$ cat src/rtl/lsu_ctrl.sv
// Load/store unit controller: one outstanding data-memory transaction per accepted
// load or store, with alignment checking, lane steering and load-data extension.
module lsu_ctrl #(
  parameter int unsigned XLEN = 64
) (
  input  logic            clk_i,
  input  logic            rst_ni,
  input  logic            req_valid_i,
  output logic            req_ready_o,
  input  logic            req_is_store_i,
  input  logic [2:0]      req_funct3_i,
  input  logic [XLEN-1:0] req_addr_i,
  input  logic [XLEN-1:0] req_wdata_i,
  input  logic [4:0]      req_rd_i,
  input  logic            flush_i,
  output logic            resp_valid_o,
  input  logic            resp_ready_i,
  output logic [XLEN-1:0] resp_rdata_o,
  output logic [4:0]      resp_rd_o,
  output logic            resp_we_o,
  output logic            resp_misaligned_o,
  output logic            resp_err_o,
  output logic [XLEN-1:0] resp_addr_o,
  output logic            dmem_req_o,
  input  logic            dmem_gnt_i,
  output logic            dmem_we_o,
  output logic [XLEN-1:0] dmem_addr_o,
  output logic [7:0]      dmem_be_o,
  output logic [63:0]     dmem_wdata_o,
  input  logic            dmem_rvalid_i,
  input  logic [63:0]     dmem_rdata_i,
  input  logic            dmem_err_i
);

  typedef enum logic [1:0] {
    S_IDLE = 2'd0,
    S_REQ  = 2'd1,
    S_WAIT = 2'd2,
    S_RESP = 2'd3
  } state_t;

  function automatic logic is_illegal(input logic is_store, input logic [2:0] f3);
    return is_store ? f3[2] : (f3 == 3'b111);
  endfunction

  // Size code in f3[1:0]: 0=byte, 1=half, 2=word, 3=double.
  function automatic logic is_misaligned(input logic [1:0] sz, input logic [2:0] off);
    logic m;
    case (sz)
      2'd0:    m = 1'b0;
      2'd1:    m = off[0];
      2'd2:    m = |off[1:0];
      default: m = |off;
    endcase
    return m;
  endfunction

  function automatic logic [7:0] byte_en(input logic [1:0] sz, input logic [2:0] off);
    logic [7:0] m;
    case (sz)
      2'd0:    m = 8'h01;
      2'd1:    m = 8'h03;
      2'd2:    m = 8'h0F;
      default: m = 8'hFF;
    endcase
    return m << off;
  endfunction

  function automatic logic [63:0] replicate(input logic [1:0] sz, input logic [63:0] d);
    logic [63:0] r;
    case (sz)
      2'd0:    r = {8{d[7:0]}};
      2'd1:    r = {4{d[15:0]}};
      2'd2:    r = {2{d[31:0]}};
      default: r = d;
    endcase
    return r;
  endfunction

  function automatic logic [63:0] load_ext(input logic [2:0] f3, input logic [63:0] raw,
                                           input logic [2:0] off);
    logic [63:0] sh;
    logic [63:0] r;
    sh = raw >> {off, 3'b000};
    case (f3)
      3'b000:  r = {{56{sh[7]}}, sh[7:0]};
      3'b001:  r = {{48{sh[15]}}, sh[15:0]};
      3'b010:  r = {{32{sh[31]}}, sh[31:0]};
      3'b011:  r = sh;
      3'b100:  r = {56'd0, sh[7:0]};
      3'b101:  r = {48'd0, sh[15:0]};
      3'b110:  r = {32'd0, sh[31:0]};
      default: r = 64'd0;
    endcase
    return r;
  endfunction

  state_t            state_q, state_d;
  logic              killed_q, killed_d;
  logic              is_store_q, is_store_d;
  logic [2:0]        funct3_q, funct3_d;
  logic [XLEN-1:0]   addr_q, addr_d;
  logic [4:0]        rd_q, rd_d;
  logic              dmem_req_q, dmem_req_d;
  logic              dmem_we_q, dmem_we_d;
  logic [XLEN-1:0]   dmem_addr_q, dmem_addr_d;
  logic [7:0]        dmem_be_q, dmem_be_d;
  logic [63:0]       dmem_wdata_q, dmem_wdata_d;
  logic              resp_valid_q, resp_valid_d;
  logic [XLEN-1:0]   resp_rdata_q, resp_rdata_d;
  logic [4:0]        resp_rd_q, resp_rd_d;
  logic              resp_we_q, resp_we_d;
  logic              resp_mis_q, resp_mis_d;
  logic              resp_err_q, resp_err_d;
  logic [XLEN-1:0]   resp_addr_q, resp_addr_d;

  assign req_ready_o = (state_q == S_IDLE) && !flush_i;

  // Next-state and next-output computation for the transaction sequencer.
  always_comb begin
    state_d      = state_q;
    killed_d     = killed_q;
    is_store_d   = is_store_q;
    funct3_d     = funct3_q;
    addr_d       = addr_q;
    rd_d         = rd_q;
    dmem_req_d   = dmem_req_q;
    dmem_we_d    = dmem_we_q;
    dmem_addr_d  = dmem_addr_q;
    dmem_be_d    = dmem_be_q;
    dmem_wdata_d = dmem_wdata_q;
    resp_valid_d = resp_valid_q;
    resp_rdata_d = resp_rdata_q;
    resp_rd_d    = resp_rd_q;
    resp_we_d    = resp_we_q;
    resp_mis_d   = resp_mis_q;
    resp_err_d   = resp_err_q;
    resp_addr_d  = resp_addr_q;

    case (state_q)
      S_IDLE: begin
        killed_d = 1'b0;
        if (req_valid_i && req_ready_o) begin
          is_store_d = req_is_store_i;
          funct3_d   = req_funct3_i;
          addr_d     = req_addr_i;
          rd_d       = req_rd_i;
          if (is_illegal(req_is_store_i, req_funct3_i) ||
              is_misaligned(req_funct3_i[1:0], req_addr_i[2:0])) begin
            // Exceptions answer directly without touching memory.
            state_d      = S_RESP;
            resp_valid_d = 1'b1;
            resp_rdata_d = {XLEN{1'b0}};
            resp_rd_d    = req_rd_i;
            resp_we_d    = 1'b0;
            resp_err_d   = is_illegal(req_is_store_i, req_funct3_i);
            resp_mis_d   = !is_illegal(req_is_store_i, req_funct3_i);
            resp_addr_d  = req_addr_i;
          end else begin
            state_d      = S_REQ;
            dmem_req_d   = 1'b1;
            dmem_we_d    = req_is_store_i;
            dmem_addr_d  = {req_addr_i[XLEN-1:3], 3'b000};
            dmem_be_d    = byte_en(req_funct3_i[1:0], req_addr_i[2:0]);
            dmem_wdata_d = replicate(req_funct3_i[1:0], req_wdata_i);
          end
        end else begin
          state_d = S_IDLE;
        end
      end
      S_REQ: begin
        killed_d = killed_q | flush_i;
        if (dmem_gnt_i) begin
          state_d      = S_WAIT;
          dmem_req_d   = 1'b0;
          dmem_we_d    = 1'b0;
          dmem_addr_d  = {XLEN{1'b0}};
          dmem_be_d    = 8'h00;
          dmem_wdata_d = 64'd0;
        end else begin
          state_d = S_REQ;
        end
      end
      S_WAIT: begin
        if (dmem_rvalid_i) begin
          if (killed_q || flush_i) begin
            state_d  = S_IDLE;
            killed_d = 1'b0;
          end else begin
            state_d      = S_RESP;
            resp_valid_d = 1'b1;
            resp_rdata_d = (dmem_err_i || is_store_q) ? {XLEN{1'b0}}
                                                      : load_ext(funct3_q, dmem_rdata_i, addr_q[2:0]);
            resp_rd_d    = rd_q;
            resp_we_d    = !is_store_q && !dmem_err_i;
            resp_mis_d   = 1'b0;
            resp_err_d   = dmem_err_i;
            resp_addr_d  = addr_q;
          end
        end else begin
          killed_d = killed_q | flush_i;
        end
      end
      S_RESP: begin
        if (resp_ready_i || flush_i) begin
          state_d      = S_IDLE;
          resp_valid_d = 1'b0;
          resp_rdata_d = {XLEN{1'b0}};
          resp_rd_d    = 5'd0;
          resp_we_d    = 1'b0;
          resp_mis_d   = 1'b0;
          resp_err_d   = 1'b0;
          resp_addr_d  = {XLEN{1'b0}};
        end else begin
          state_d = S_RESP;
        end
      end
      default: begin
        state_d = S_IDLE;
      end
    endcase
  end

  // State and registered-output flops.
  always_ff @(posedge clk_i or negedge rst_ni) begin
    if (!rst_ni) begin
      state_q      <= S_IDLE;
      killed_q     <= 1'b0;
      is_store_q   <= 1'b0;
      funct3_q     <= 3'd0;
      addr_q       <= {XLEN{1'b0}};
      rd_q         <= 5'd0;
      dmem_req_q   <= 1'b0;
      dmem_we_q    <= 1'b0;
      dmem_addr_q  <= {XLEN{1'b0}};
      dmem_be_q    <= 8'h00;
      dmem_wdata_q <= 64'd0;
      resp_valid_q <= 1'b0;
      resp_rdata_q <= {XLEN{1'b0}};
      resp_rd_q    <= 5'd0;
      resp_we_q    <= 1'b0;
      resp_mis_q   <= 1'b0;
      resp_err_q   <= 1'b0;
      resp_addr_q  <= {XLEN{1'b0}};
    end else begin
      state_q      <= state_d;
      killed_q     <= killed_d;
      is_store_q   <= is_store_d;
      funct3_q     <= funct3_d;
      addr_q       <= addr_d;
      rd_q         <= rd_d;
      dmem_req_q   <= dmem_req_d;
      dmem_we_q    <= dmem_we_d;
      dmem_addr_q  <= dmem_addr_d;
      dmem_be_q    <= dmem_be_d;
      dmem_wdata_q <= dmem_wdata_d;
      resp_valid_q <= resp_valid_d;
      resp_rdata_q <= resp_rdata_d;
      resp_rd_q    <= resp_rd_d;
      resp_we_q    <= resp_we_d;
      resp_mis_q   <= resp_mis_d;
      resp_err_q   <= resp_err_d;
      resp_addr_q  <= resp_addr_d;
    end
  end

  assign dmem_req_o        = dmem_req_q;
  assign dmem_we_o         = dmem_we_q;
  assign dmem_addr_o       = dmem_addr_q;
  assign dmem_be_o         = dmem_be_q;
  assign dmem_wdata_o      = dmem_wdata_q;
  assign resp_valid_o      = resp_valid_q;
  assign resp_rdata_o      = resp_rdata_q;
  assign resp_rd_o         = resp_rd_q;
  assign resp_we_o         = resp_we_q;
  assign resp_misaligned_o = resp_mis_q;
  assign resp_err_o        = resp_err_q;
  assign resp_addr_o       = resp_addr_q;

endmodule

$ cat config.mk
export PLATFORM = sky130hd
export DESIGN_NAME = lsu_ctrl
export DESIGN_NICKNAME = d
export VERILOG_FILES = /design/src/rtl/lsu_ctrl.sv
export SDC_FILE = /design/constraint.sdc
export NUM_CORES = 1
export LEC_CHECK = 0
export CAP_MARGIN = 30
export CORE_ASPECT_RATIO = 0.75
export CORE_MARGIN = 10
export CORE_UTILIZATION = 44
export DETAILED_ROUTE_END_ITERATION = 12
export PLACE_DENSITY = 0.78
export SLEW_MARGIN = 5
export SYNTH_ARGS = -nofsm -noshare
export SYNTH_HDL_FRONTEND = slang
export SYNTH_SLANG_ARGS = --single-unit
$ cat constraint.sdc
create_clock -name clk_i -period 2.3 [get_ports clk_i]
set_input_delay 0.46 -clock clk_i [delete_from_list [all_inputs] [get_ports clk_i]]
set_output_delay 0.46 -clock clk_i [all_outputs]
set_load 0.01 [all_outputs]
---- Word-level counts from Yosys, hierarchy flattened ----
Index checks and enable logic that the tools add are counted.
cells by class
  equal/unequal tests ..................... 20
  shift-type cells ........................ 2
  muxes and demuxes ....................... 77
  bitwise logic cells ..................... 1
  reductions and logical operators ........ 23
operators with widths
  kind                  number
  $mux W64              15
  $pmux W64 S3          3
  $pmux W64 S7          1
  $pmux W64 S2          2
  $shr A64 B6 Y64       1
  $mux W8               6
  $mux W1               27
  $mux W5               5
  $pmux W8 S3           1
  $pmux W1 S3           6
  $pmux W8 S2           1
  $pmux W5 S3           1
  $eq A3 B3 Y1 const B  4
  $mux W2               6
  $ne A2 B2 Y1 const B  5
  $pmux W2 S4           1
  $shl A8 B3 Y8         1
  $eq A2 B2 Y1 const B  3
  $eq A3 B2 Y1 const B  2
  $reduce_and A6 Y1     1
  $reduce_bool A3 Y1    2
  $eq A2 B1 Y1 const B  2
  $logic_not A1 Y1      4
  $logic_not A2 Y1      2
  other kinds (13)      21
word-level totals
  flip-flop bits (word level) ............. 351
  bits of input ports ..................... 209
  logic and storage cells ................. 141

---- Longest topological paths before layout ----
Gate-level depths: netlist of run 1.
  depth after elaboration ................. 13
  depth in mapped cells ................... 10
  gate-level depth less buffers ........... 7

---- Worst setup path after synthesis of run 1 ----
Ideal clock, no wire load.
  kind .................................... reg2reg
  from .................................... register state_q[0]
  to ...................................... register resp_rdata_q[50], in the netlist resp_rdata_o[50]
  data arrival time ....................... 2.170 ns
  required time ........................... 2.153 ns
  setup slack ............................. -0.017 ns
  stages on the path, launching flop included .. 9
  path buffers ............................ 3
  path through ............................ dfrtp_1 > inv_1 > ha_1 > a21boi_0 > a211o_1 > buf_2 > clkbuf_1 > buf_1 > o211ai_1
on the way
  cells in the longest elaborated chain, start to end .. 5
RTL lines
  element                      line      text
  start: declaration           98        state_t state_q, state_d;
  start signal: assignment     246       state_q <= state_d;
  $logic_not A2 Y1             117, 140
  $logic_and A1 B1 Y1          117       assign req_ready_o = (state_q == S_IDLE) && !flush_i;
  $logic_and A1 B1 Y1          143       if (req_valid_i && req_ready_o) begin
  $ne A2 B1 Y1 (no line)       n/a
  $reduce_and A6 Y1 (no line)  n/a
  end signal: assignment       239       resp_rdata_q <= {XLEN{1'b0}};
  end signal: assignment       258       resp_rdata_q <= resp_rdata_d;
  end: declaration             110       logic [XLEN-1:0] resp_rdata_q, resp_rdata_d;
Several ways; a longest one is shown, not always the timed one.
A chain may end at the register's enable or synchronous reset.

---- Worst setup path after layout of run 1 ----
  from .................................... register addr_q[1]
  to ...................................... register resp_rdata_q[36], in the netlist resp_rdata_o[36]
on the way
  cells in the longest elaborated chain, start to end .. 6
RTL lines
  element                   line  text
  start: declaration        102   logic [XLEN-1:0] addr_q, addr_d;
  start signal: assignment  231   addr_q <= {XLEN{1'b0}};
  start signal: assignment  250   addr_q <= addr_d;
  $shr A64 B6 Y64           84    sh = raw >> {off, 3'b000};
  $pmux W64 S7              85    case (f3)
  $mux W64                  192   resp_rdata_d = (dmem_err_i || is_store_q) ? {XLEN{1'b0}}
  $mux W64                  186   if (killed_q || flush_i) begin
  $mux W64                  185   if (dmem_rvalid_i) begin
  $pmux W64 S3              140   case (state_q)
Every way passes these cells. The select of a mux whose other input is x is not followed.

==> flow_summary.toml, run 1 <==
[status]
status = "complete, but fails checks"
violations = "negative setup slack"

[clock_tree]
cts_sinks = 348
cts_tree = "built"
clk_latency_ns = 0.54
clk_path_buf_depth = 3
root_buffer = "clkbuf_16"
cts_buffers = 37
htree_levels = 2
cts.clk_slew.worst_paths_ns = 0.06

[routing]
avgViaCountPerCell = 5.71
wl_um = 63800
wl_per_cell_um = 23.8
drt_iter0_markers = 1255
postRouteAntennaNets = 0
drc = 0
vias = 15300
drt_first_pass_iters = 5

[synth]
synth-async-reset-ratio = 1.00
synth_area_sq_um = 16800
yosysWarnings = 0
yosysTopAreaCell = "dfrtp_1"
synth_seq_cells = 348
synth_edf_count = 0
avgSynthCellArea_sq_um = 10.1
synth_area_leaders = "dfrtp_1 (52%), nand2_1 (9.1%), a22o_1 (5.6%)"
synthCells = 1665
synth_top_area_frac = 0.520
synth_most_common_cell = "nand2_1"
netlist_top_cells_count = "nand2_1 (408), dfrtp_1 (348), a22o_1 (107)"
netlist-cell-type-count = 53
synth_seq_area_share = 0.520
synth_flop_cell = "dfrtp_1"

[grt]
grt_max_degree = 137
antenna_found_initial = 4
grt.total_usage = 0.263
grt_pass1_wl_um = 95100
grt_pass1_vias = 15300
overflow = 0

[place]
io_buffers = 481
place_ws_ns = -0.522
dpl.hpwl_um = 46600
dp.cells = 2602
gp_congestion = 0.978

[pwr]
power.total_mw = 30.3
p_leak_nw = 10.5
clkPwrFrac = 0.206
p_sw_frac = 0.384
power_frac_comb = 0.475
powerDensity_nw_per_um2 = 1260
ir_drop_v = 0.000856
sequentialPowerShare = 0.319
power.switching_mw = 11.6
internal_power_mw = 18.6

[sta]
tightest_slew_ns = 0.842
finClkSkew_ns = 0.0210
fin_crit_ns = 2.34
hold_ws_ns = 0.374
hold_violations = 0
setup_slack_ns = -0.0383
slew_headroom = 0.439
tns_ns = -0.104
rsz0062_at_grt = "yes"
report.final.setup_viol = 11
period_share = 1.02
fmax_mhz = 428
slew_viol_final = 0

[cells_and_area]
area_growth_pct = 43.5
final_cell_count_no_fill = 2678
final_nets = 2360
drive_above_1_share = 0.119

[critical_path]
cp.arrival_ns = 2.78
worst-path-max-fanout = 15
start_kind = "flop"
crit_required_ns = 2.74
critPathCaptureType = "flop"
critPathKind = "reg -> reg"

[floorplan]
core_sq_um = 37300
dieArea_sq_um = 46400
placementRows = 61
io_pins = 485
die_h_um = 189
die_w_um = 245
initial_core_util = 0.449

[flow_run]
maxCapViolations = 0

[min_path]
hold_class = "in -> reg"
==> state kept, by name, indices dropped and copies added (netlist names) <==
register           count
resp_we_o              1
dmem_req_o             1
resp_misaligned_o      1
dmem_wdata_o          64
resp_rdata_o          64
resp_addr_o           64
resp_valid_o           1
dmem_addr_o           61
killed_q               1
funct3_q               3
resp_rd_o              5
dmem_we_o              1
rd_q                   5
addr_q                64
resp_err_o             1
is_store_q             1
state_q                2
dmem_be_o              8
==> critical path: stages (launching register included) <==
cell     delay [ns]
dfrtp_2        0.46
buf_6          0.16
mux2i_4        0.19
mux4_2         0.54
nor4b_4        0.33
buf_4          0.19
buf_6          0.10
nor2_4         0.09
a31oi_1        0.19
==> cell type report <==
| type | instances | area, sq um |
|---|---|---|
| fill | 2934 | 13300 |
| sequential | 348 | 8710 |
| multi-input combinational | 1163 | 7510 |
| timing repair buffer | 583 | 5880 |
| clock buffer | 49 | 1050 |
| tap | 504 | 631 |
| clock inverter | 16 | 209 |
| inverter | 12 | 45.0 |
| antenna | 3 | 7.51 |
==> repair_timing <==
action                                  4_1_cts  5_1_grt
hold buffers                                  1        0
gates cloned                                  0        2
gates resized for setup                       6       26
endpoints found under the setup margin       20       98
buffers inserted                              0        5
pin swaps                                     0        3
hold endpoints to repair                     40        0
==> metrics by stage <==
step | util | instance area [sq um]
finish | 0.644 | 24000
detailed placement | 0.606 | 22600
global route | 0.644 | 24000
global placement | 0.606 | 22600
CTS | 0.640 | 23900
floorplan | - | 16800
==> final timing paths <==
kind	startpoint	end	slack [ns]	depth (start not counted)
worst min-delay path	req_funct3_i[1]	funct3_q[1]	0.37	4
worst min register to register	addr_q[38]	addr_q[38]	0.47	2
worst max register to register	addr_q[1]	resp_rdata_o[36]	-0.04	8
worst max-delay path	addr_q[1]	resp_rdata_o[36]	-0.04	8
min in group asynchronous	rst_ni	resp_rdata_o[14]	0.43	2
max in group asynchronous	rst_ni	state_q[1]	1.12	3
==> logic make-up (layout without fill, tap and decap cells) <==
kind of cell	Yosys count	after routing	synth area share
AO/OA/AOI/OAI	449	449	0.184
AND/OR/NAND/NOR	583	583	0.156
multiplexers	122	122	0.0967
other	1	6	0.000224
buffers and inverters	156	660	0.0382
adder cells (fa/ha/maj)	6	6	0.00448
flip-flops	348	348	0.520
==> cell usage in the layout, fill, tap and decap left out, types with 3 or more instances in the layout <==
cell and instances:
diode_2 3, o21ai_1 22, clkbuf_1 4, a31oi_2 10, and2_1 9, buf_12 19, inv_1 9, clkdlybuf4s50_1 477
buf_6 4, dfrtp_1 346, nor2_1 44, nand2b_1 11, a21oi_1 103, mux2_2 19, nand2_1 407, buf_4 75
clkinv_2 8, clkbuf_8 8, nand3_1 3, bufinv_16 4, a2bb2oi_1 7, mux2i_1 71, inv_2 3, conb_1 3
clkbuf_16 38, a211oi_1 8, a22oi_1 16, o2bb2ai_1 33, a22o_1 107, o21ai_0 98, o211ai_1 18, or2_2 4
nor3b_1 64, ha_1 3, nor2b_1 6, o22ai_1 3, a31oi_1 5, mux4_2 30, nand3b_1 3, nor3_1 20
==> routing by layer <==
layer / vias up / global-route usage / share of wire
met2: 706 / 0.417 / 0.47
met3: 131 / 0.0745 / 0.093
li1: 6855 / - / -
met4: 2 / 0.0987 / 0.038
met5: - / 0 / 0.00014
met1: 7595 / 0.336 / 0.40
==> power by group through the flow <==
stage	clock network, mW	logic, mW	registers [mW]
floorplan	0	6.79	10.1
global placement	0	13.7	9.58
detailed placement	0	14.1	9.67
CTS	6.33	14.2	9.62
global route	6.59	15.5	9.90
finish	6.24	14.4	9.65
Note: power is estimated with default switching activity, not from simulation.
==> inputs of run 2 (changes only) <==
--- a/config.mk
+++ b/config.mk
@@ -9,6 +9,7 @@
 export CORE_ASPECT_RATIO = 0.75
 export CORE_MARGIN = 10
 export CORE_UTILIZATION = 44
+export CTS_CLUSTER_DIAMETER = 80
 export DETAILED_ROUTE_END_ITERATION = 12
 export PLACE_DENSITY = 0.78
 export SLEW_MARGIN = 5
==> results of run 2 <==
The final DEF is identical to that of run 1; final timing and power are the same.
==> inputs of run 3 (changes only) <==
--- a/config.mk
+++ b/config.mk
@@ -5,13 +5,14 @@
 export SDC_FILE = /design/constraint.sdc
 export NUM_CORES = 1
 export LEC_CHECK = 0
+export ABC_AREA = 1
 export CAP_MARGIN = 30
 export CORE_ASPECT_RATIO = 0.75
 export CORE_MARGIN = 10
 export CORE_UTILIZATION = 44
 export CTS_CLUSTER_DIAMETER = 80
 export DETAILED_ROUTE_END_ITERATION = 12
-export PLACE_DENSITY = 0.78
+export PLACE_DENSITY = 0.77
 export SLEW_MARGIN = 5
 export SYNTH_ARGS = -nofsm -noshare
 export SYNTH_HDL_FRONTEND = slang
==> flow_summary.toml, run 3 <==
[grt]
grt_pass1_wl_um = 103000
antenna_found_initial = 8
overflow = 0
grt_pass1_vias = 17600
grt_max_degree = 96
grt.total_usage = 0.276

[routing]
drt_iter0_markers = 1894
avgViaCountPerCell = 5.36
vias = 17600
wl_um = 67100
drt_first_pass_iters = 8
postRouteAntennaNets = 0
wl_per_cell_um = 20.4
drc = 0

[cells_and_area]
layout_commonest_cell = "nand2_1"
ff_latch_area_sq_um = 8710
drive_above_1_share = 0.0754
multiInputGateArea_sq_um = 7320
final_nets = 2959
final_cell_count_no_fill = 3287
final_cell_mix = "nand2_1 (1,113), clkdlybuf4s50_1 (479), dfrtp_1 (346)"
area_growth_pct = 42.3
fillers = 3240

[critical_path]
cp.arrival_ns = 1.73
crit_required_ns = 1.84
critPathCaptureType = "primary output"
start_kind = "flop"
slowest_delay_ns = 0.42
cp_common_cell = "inv_1"
critPathBufInv = 3
cpMaxStageDelayCell = "dfrtp_1"
worst-path-max-fanout = 4
crit_family = "flip-flops"
cp_cell_sequence = "inv_1 -> ha_2 -> inv_1 -> nor2_2 -> buf_2"
critPathKind = "reg -> out"

[synth]
synth_top_area_frac = 0.508
synth_seq_cells = 348
synth-async-reset-ratio = 1.00
synth_area_sq_um = 17200
synthCells = 2270
synth_edf_count = 0
synth_area_leaders = "dfrtp_1 (51%), nand2_1 (24%), o21ai_0 (6.1%)"
synth_flop_cell = "dfrtp_1"
synth_seq_area_share = 0.508
synth_most_common_cell = "nand2_1"
netlist-cell-type-count = 36
yosysWarnings = 0
netlist_top_cells_count = "nand2_1 (1,113), dfrtp_1 (348), o21ai_0 (209)"
avgSynthCellArea_sq_um = 7.56
yosysTopAreaCell = "dfrtp_1"

[place]
dp.cells = 3216
gp_congestion = 0.969
io_buffers = 481
dpl.hpwl_um = 50800

[floorplan]
die_w_um = 248
core_sq_um = 38400
die_h_um = 191
placementRows = 62
initial_core_util = 0.447
dieArea_sq_um = 47400
io_pins = 485

[pwr]
power.total_mw = 32.3
p_leak_nw = 12.2
ir_drop_v = 0.000866
powerDensity_nw_per_um2 = 1320

[sta]
fmax_mhz = 456
fin_crit_ns = 2.19
rsz0062_at_grt = "no"
slew_headroom = 0.553
slew_viol_final = 0
period_share = 0.953
report.final.setup_viol = 0
finClkSkew_ns = 0.0178
tightest_slew_ns = 0.670
hold_violations = 0

[status]
status = "finished clean"

[flow_run]
maxCapViolations = 0

[clock_tree]
cts_buffers = 37
clk_path_buf_depth = 3
clk_latency_ns = 0.55
cts_tree = "built"
htree_levels = 2
cts_setup_buffers = 0
cts_sinks = 348
root_buffer = "clkbuf_16"
cts.clk_slew.worst_paths_ns = 0.06

[min_path]
hold_class = "in -> async"
[run 3: area by class of cell]
class	count	area share
clock buffer	51	0.0434
sequential	348	0.357
clock inverter	15	0.0104
tap	512	0.0262
timing repair buffer	586	0.247
multi-input combinational	1669	0.300
inverter	102	0.0157
antenna	4	0.000410
[run 3: cell families after synthesis]
group | count (synthesis) | share of synthesized area
AOI/OAI and AO/OA | 340 | 0.115
adders and majority gates | 6 | 0.00438
buffers and inverters | 255 | 0.0672
DFF | 348 | 0.508
other | 1 | 0.000219
and+or+nand+nor | 1320 | 0.306
[run 3: path summary, 6_finish.rpt]
path                            start               end  slack, ns  cells past startpoint
min in group clk_i          dmem_we_o         dmem_we_o       0.47                      2
setup reg to reg            addr_q[0]  resp_rdata_o[37]       0.14                     11
max in group asynchronous      rst_ni        addr_q[47]       1.11                      3
hold reg to reg             dmem_we_o         dmem_we_o       0.47                      2
hold / removal                 rst_ni  dmem_wdata_o[12]       0.44                      2
setup / recovery           state_q[1]       req_ready_o       0.11                      5
[run 3: report_power, final]
| group | switching, mW | total [mW] | internal [mW] |
|---|---|---|---|
| registers | 1.52 | 10.1 | 8.57 |
| clock network | 2.62 | 6.43 | 3.82 |
| logic | 9.12 | 15.8 | 6.70 |
[run 3: per-layer routing]
layer | global-route usage | wire (um) | up-vias | part of all wire
li1 | - | - | 8205 | -
met1 | 0.361 | 27600 | 8497 | 0.41
met2 | 0.444 | 31700 | 778 | 0.47
met3 | 0.0696 | 5810 | 122 | 0.087
met4 | 0.0798 | 1960 | 8 | 0.029
met5 | 0 | 63 | - | 0.00094
[run 3: timing repair]
action,in CTS,in global routing
resized for setup,5,3
setup endpoints to repair,1,2
hold endpoints to repair,46,0
hold buffers,1,0
[run 3: through the flow]
step | cell area [sq um] | hold slack, ns | util | setup TNS [ns] | worst slack, ns
finish | 24400 | 0.437 | 0.636 | 0 | 0.107
CTS | 24400 | 0.454 | 0.635 | 0 | 0.0442
global placement | 23100 | 0.454 | 0.601 | -0.0646 | -0.0524
detailed placement | 23100 | 0.457 | 0.601 | -4.16 | -0.0829
global route | 24400 | 0.480 | 0.636 | 0 | 0.0359
floorplan | 17200 | 0.164 | - | 0 | 0.374
